File: config.mk
export PLATFORM = sky130hd
export DESIGN_NAME = opfetch
export DESIGN_NICKNAME = d
export VERILOG_FILES = /design/src/rtl/opfetch.sv
export SDC_FILE = /design/constraint.sdc
export NUM_CORES = 1
export LEC_CHECK = 0
export ABC_CLOCK_PERIOD_IN_PS = 8700
export CAP_MARGIN = 20
export CORE_AREA = 2 2 317 319
export DETAILED_ROUTE_END_ITERATION = 16
export DIE_AREA = 0 0 319 321
export MAX_ROUTING_LAYER = met4
export PLACE_DENSITY = 0.44
export SLEW_MARGIN = 20
export SYNTH_ARGS = -nofsm -noshare
export SYNTH_HDL_FRONTEND = slang
export SYNTH_SLANG_ARGS = --single-unit
File: constraint.sdc
create_clock -name clk -period 8.7 [get_ports clk]
set_input_delay 1.305 -clock clk [delete_from_list [all_inputs] [get_ports clk]]
set_output_delay 1.305 -clock clk [all_outputs]
set_load 0.02 [all_outputs]
File: src/rtl/opfetch.sv
// opfetch: operand-fetch stage of the rv6 hart pipeline, sitting between
// decode and execute.
//
// Purpose:
//   - Drives the register-file read indices straight from decode.
//   - Resolves each source operand from x0, the bypass network or the
//     register-file read data.
//   - Stalls decode on hazards.
//   - Registers the resolved operands into a valid/ready pipeline register
//     that execute consumes.
//
// Build option:
//   RV6_OPFETCH_FWD_EN
//     defined   : EX > MEM > WB > register-file bypass. Only a load still
//                 in EX stalls.
//     undefined : only the WB bypass is kept. Any used source that matches
//                 a valid EX or MEM destination stalls, so a dependent
//                 instruction waits up to 2 cycles.
//
// Ports:
//   clk, rst            clock (rising edge), async active-high reset
//   flush               kill the held operand and the incoming decode slot
//   id_valid/id_ready   decode handshake
//   id_rs1/rs2/rd       register indices
//   id_use_rs1/rs2      instruction reads rs1/rs2
//   id_imm, id_pc       immediate and PC
//   id_ctrl             opaque decoded control, CTRL_W bits
//   rs1, rs2 / r1, r2   register-file read index / read data
//   ex_*, mem_*, wb_*   producer results for the bypass network
//   op_valid/op_ready   execute handshake
//   op_a, op_b          resolved operands
//   op_imm, op_pc       immediate and PC
//   op_rd, op_ctrl      destination register and decoded control
module opfetch #(
    parameter int CTRL_W = 32
) (
    input  logic              clk,
    input  logic              rst,
    input  logic              flush,
    input  logic              id_valid,
    output logic              id_ready,
    input  logic [4:0]        id_rs1,
    input  logic [4:0]        id_rs2,
    input  logic [4:0]        id_rd,
    input  logic              id_use_rs1,
    input  logic              id_use_rs2,
    input  logic [63:0]       id_imm,
    input  logic [63:0]       id_pc,
    input  logic [CTRL_W-1:0] id_ctrl,
    output logic [4:0]        rs1,
    output logic [4:0]        rs2,
    input  logic [63:0]       r1,
    input  logic [63:0]       r2,
    input  logic              ex_vld,
    input  logic [4:0]        ex_rd,
    input  logic [63:0]       ex_d,
    input  logic              ex_load,
    input  logic              mem_vld,
    input  logic [4:0]        mem_rd,
    input  logic [63:0]       mem_d,
    input  logic              wb_wr,
    input  logic [4:0]        wb_rd,
    input  logic [63:0]       wb_d,
    output logic              op_valid,
    input  logic              op_ready,
    output logic [63:0]       op_a,
    output logic [63:0]       op_b,
    output logic [63:0]       op_imm,
    output logic [63:0]       op_pc,
    output logic [4:0]        op_rd,
    output logic [CTRL_W-1:0] op_ctrl
);

    logic              op_valid_q, op_valid_d;
    logic [63:0]       op_a_q, op_a_d;
    logic [63:0]       op_b_q, op_b_d;
    logic [63:0]       op_imm_q, op_imm_d;
    logic [63:0]       op_pc_q, op_pc_d;
    logic [4:0]        op_rd_q, op_rd_d;
    logic [CTRL_W-1:0] op_ctrl_q, op_ctrl_d;

    logic        hazard_rs1, hazard_rs2, hazard;
    logic        adv;
    logic [63:0] opnd_a, opnd_b;

    assign rs1 = id_rs1;
    assign rs2 = id_rs2;

`ifdef RV6_OPFETCH_FWD_EN
    // Only a load still in EX has no data to forward yet.
    assign hazard_rs1 = id_use_rs1 && (id_rs1 != 5'd0) &&
                        ex_vld && (ex_rd == id_rs1) && ex_load;
    assign hazard_rs2 = id_use_rs2 && (id_rs2 != 5'd0) &&
                        ex_vld && (ex_rd == id_rs2) && ex_load;
`else
    // No EX/MEM bypass: wait until the producer reaches WB.
    assign hazard_rs1 = id_use_rs1 && (id_rs1 != 5'd0) &&
                        ((ex_vld && (ex_rd == id_rs1)) ||
                         (mem_vld && (mem_rd == id_rs1)));
    assign hazard_rs2 = id_use_rs2 && (id_rs2 != 5'd0) &&
                        ((ex_vld && (ex_rd == id_rs2)) ||
                         (mem_vld && (mem_rd == id_rs2)));

    // These inputs only feed the bypass network, which is absent here.
    logic unused_fwd;
    assign unused_fwd = ^{ex_d, ex_load, mem_d};
`endif

    assign hazard   = hazard_rs1 || hazard_rs2;
    assign adv      = !op_valid_q || op_ready;
    assign id_ready = adv && !hazard && !flush;

    // The WB bypass covers a register-file write and read in the same cycle.
    always_comb begin
        opnd_a = r1;
        if (id_rs1 == 5'd0)
            opnd_a = '0;
`ifdef RV6_OPFETCH_FWD_EN
        else if (ex_vld && (ex_rd == id_rs1) && !ex_load)
            opnd_a = ex_d;
        else if (mem_vld && (mem_rd == id_rs1))
            opnd_a = mem_d;
`endif
        else if (wb_wr && (wb_rd == id_rs1))
            opnd_a = wb_d;
    end

    always_comb begin
        opnd_b = r2;
        if (id_rs2 == 5'd0)
            opnd_b = '0;
`ifdef RV6_OPFETCH_FWD_EN
        else if (ex_vld && (ex_rd == id_rs2) && !ex_load)
            opnd_b = ex_d;
        else if (mem_vld && (mem_rd == id_rs2))
            opnd_b = mem_d;
`endif
        else if (wb_wr && (wb_rd == id_rs2))
            opnd_b = wb_d;
    end

    // Data fields change only on a load. A bubble or a flush clears the
    // valid bit and leaves stale data behind.
    always_comb begin
        op_valid_d = op_valid_q;
        op_a_d     = op_a_q;
        op_b_d     = op_b_q;
        op_imm_d   = op_imm_q;
        op_pc_d    = op_pc_q;
        op_rd_d    = op_rd_q;
        op_ctrl_d  = op_ctrl_q;
        if (flush) begin
            op_valid_d = 1'b0;
        end else if (adv && id_valid && !hazard) begin
            op_valid_d = 1'b1;
            op_a_d     = opnd_a;
            op_b_d     = opnd_b;
            op_imm_d   = id_imm;
            op_pc_d    = id_pc;
            op_rd_d    = id_rd;
            op_ctrl_d  = id_ctrl;
        end else if (adv) begin
            op_valid_d = 1'b0;
        end
    end

    always_ff @(posedge clk or posedge rst) begin
        if (rst) begin
            op_valid_q <= 1'b0;
            op_a_q     <= '0;
            op_b_q     <= '0;
            op_imm_q   <= '0;
            op_pc_q    <= '0;
            op_rd_q    <= '0;
            op_ctrl_q  <= '0;
        end else begin
            op_valid_q <= op_valid_d;
            op_a_q     <= op_a_d;
            op_b_q     <= op_b_d;
            op_imm_q   <= op_imm_d;
            op_pc_q    <= op_pc_d;
            op_rd_q    <= op_rd_d;
            op_ctrl_q  <= op_ctrl_d;
        end
    end

    assign op_valid = op_valid_q;
    assign op_a     = op_a_q;
    assign op_b     = op_b_q;
    assign op_imm   = op_imm_q;
    assign op_pc    = op_pc_q;
    assign op_rd    = op_rd_q;
    assign op_ctrl  = op_ctrl_q;

endmodule
==> metrics.yaml <==
status: "complete, no violations"
skew_ns: 0.01251
ys_seq_elements: 294
final_util_pct: 23.93
final_layout_size_suffix_gt1_share_pct: 17.95
start_util_pct: 14.28
grt_max_degree: 143
pin_count: 826
hold_viol_final: 0
power.density_mw_per_mm2: 223.1
ys_seq_area_share_pct: 51.90
stdcell_count: 3114
syn_inst: 1113
die_h_um: 321
top_layer_used: "met4"
dp.cells: 3041
maxSlewViolCount: 0
clkTransAtPathRegs_ns: 0.06
p_leak_nw: 10.22
drv_cap: 0
grt_pass1_vias: 12430
fmax_mhz: 178.6
antenna_found_initial: 6
crit_type: "in -> out"
rows: 116
crit_fanout: 30
hp-class: "reg -> reg"
ant_nets: 0
cts_tree: "yes"
htreeDepth: 2
wl_met3_mm: 6.117
required_ns: 7.39
wl_met1_mm: 25.74
area_growth_pct: 67.58
finalSetupViolCount: 0
fin_crit_sh_pct: 64.37
rsz0062_at_grt: "no"
drc: 0
synth.area.top_cells: "dfrtp_1 (52%), mux2_4 (26%), nand2_1 (6.9%)"
dieArea_mm2: 0.1024
multiInputGateArea_mm2: 0.006296
vias: 11200
numPortBuffers: 696
grt_util_all_layers_pct: 12.25
die_x_um: 319
fill_cells: 10550
power.total_mw: 5.301
post_cts_buffers: 0
met2WireLength_mm: 29.38
yosys.area.top_type: "dfrtp_1"
synth_top_cell_area_share_pct: 51.90
wl_per_cell_um: 20.30
worstPathCellList: "clkdlybuf4s50_1 > or4_1 > nor2_4 > buf_4 > nor2b_1 > a32oi_1 > and2_1 > clkdlybuf4s50_1"
setup_ws_ns: 3.100
numCtsBuffers: 40
ctsHoldBuffers: 0
avgSynthCellArea_um2: 12.74
root_buffer: "clkbuf_16"
timing.critical_path.buf_inv: 3
dr.pass1.iters: 4
synth.distinct_cells: 24
synth_nets: 1634
fin_setup_tns_ns: 0
grt_overflow_total: 0
cts.repair.resized: 0
period_minus_slack_ns: 5.600
core_area_mm2: 0.09928
crit_slowest_cell: "or4_1"
finalNetCount: 2306
crit_family: "buffers and inverters"
regArea_mm2: 0.007357
arrival_ns: 4.29
ir_worst_vdd_mv: 0.1056
drtIter0Drc: 488
syn-cell-area_mm2: 0.01418
ys_warn_count: 0
cp_common_cell: "clkdlybuf4s50_1"
post-place-ws_ns: 3.044
end_kind: "output port"
clock_latency_ns: 0.58
grt_pass1_wl_mm: 89.27
clock-sinks: 294
tightest_slew_ns: 1.035
cts_buffer_depth: 3
dp_hpwl_mm: 46.99
relSlewSlack_pct: 30.99
gp_congestion: 0.8254
drt-total-wl_mm: 63.21
crit_path_max_incr_delay_ns: 0.65
worstSetupStartpointType: "input pin"
vias_per_cell: 3.597
cells in the mapped netlist:
cell type	instances
and2_1	1
buf_6	30
nand2b_1	1
dfrtp_1	294
xor2_1	8
and3_1	2
mux2_4	243
nor2_1	2
a32oi_1	1
nor4_1	2
a21oi_1	129
clkbuf_1	40
mux2_1	50
buf_2	2
nand4_1	4
o22ai_1	2
inv_1	2
nand3_1	2
nand3_2	1
nor2b_1	2
buf_4	10
xnor2_1	22
nand2_1	261
or4_1	2
state kept, by name, summed over array words and instances (netlist names):
signal and cells:
op_b 64, op_a 64, op_ctrl 32, op_valid 1
op_pc 64, op_imm 64, op_rd 5
layout by cell type (no fill, tap or decap), drive strengths merged:
cell type / n
and2: 1
nand4: 4
xnor2: 22
buf: 16
diode: 5
o22ai: 2
a32oi: 1
a21oi: 129
xor2: 8
nor2b: 2
nor4: 2
inv: 1
nor2: 2
clkinv: 7
and3: 2
clkinvlp: 2
or4: 2
nand3: 3
clkbuf: 56
dfrtp: 294
bufinv: 4
mux2: 293
clkdlybuf4s50: 696
nand2b: 1
nand2: 261
metrics by stage:
stage | hold WS [ns] | area [um^2]
detailed placement | 0.4808 | 22410
global route | 0.5029 | 23750
CTS | 0.4931 | 23740
finish | 0.4873 | 23760
floorplan | 0.6150 | 14180
global placement | 0.4758 | 22410
area by class of cell:
class                      count  share of cell area [%]
clock inverter                12                  0.8374
multi-input combinational    735                   26.50
sequential                   294                   30.97
antenna                        5                 0.05267
tap                         1298                   6.836
timing repair buffer         712                   29.99
clock buffer                  56                   4.766
inverter                       2                 0.04740
per-layer routing:
layer	vias up	track usage, %
li1	5116	-
met4	0	4.497
met2	486	19.35
met1	5516	14.23
met3	83	4.477
met5	-	-
worst paths after layout:
kind | startpoint | to | slack [ns] | depth (start not counted)
hold reg to reg | op_pc[45]$_DFFE_PP0P_ | op_pc[45]$_DFFE_PP0P_ | 0.49 | 1
min in group asynchronous | rst | op_ctrl[11]$_DFFE_PP0P_ | 1.25 | 3
max in group asynchronous | rst | op_b[60]$_DFFE_PP0P_ | 5.87 | 4
setup / recovery | id_rs2[2] | id_ready | 3.10 | 8
setup reg to reg | op_valid$_DFFE_PP0P_ | op_b[12]$_DFFE_PP0P_ | 5.79 | 6
hold / removal | op_pc[45]$_DFFE_PP0P_ | op_pc[45]$_DFFE_PP0P_ | 0.49 | 1
cell families (layout without fill, tap and decap cells):
logic type                count (synthesis)  after routing  share of synthesized area [%]
and+or+nand+nor                         280            280                          7.740
AOI/OAI and AO/OA                       132            132                          4.704
other                                     0              5                              0
xor gates and xnor gates                 30             30                          1.853
muxes                                   293            293                          29.71
DFF                                     294            294                          51.90
buffers and inverters                    84            782                          4.095
power breakdown:
group | internal, mW | switching (mW)
combinational | 0.987 | 0.784
sequential | 1.64 | 0.170
clock | 1.03 | 0.691
Power figures use the tool's default switching activity.
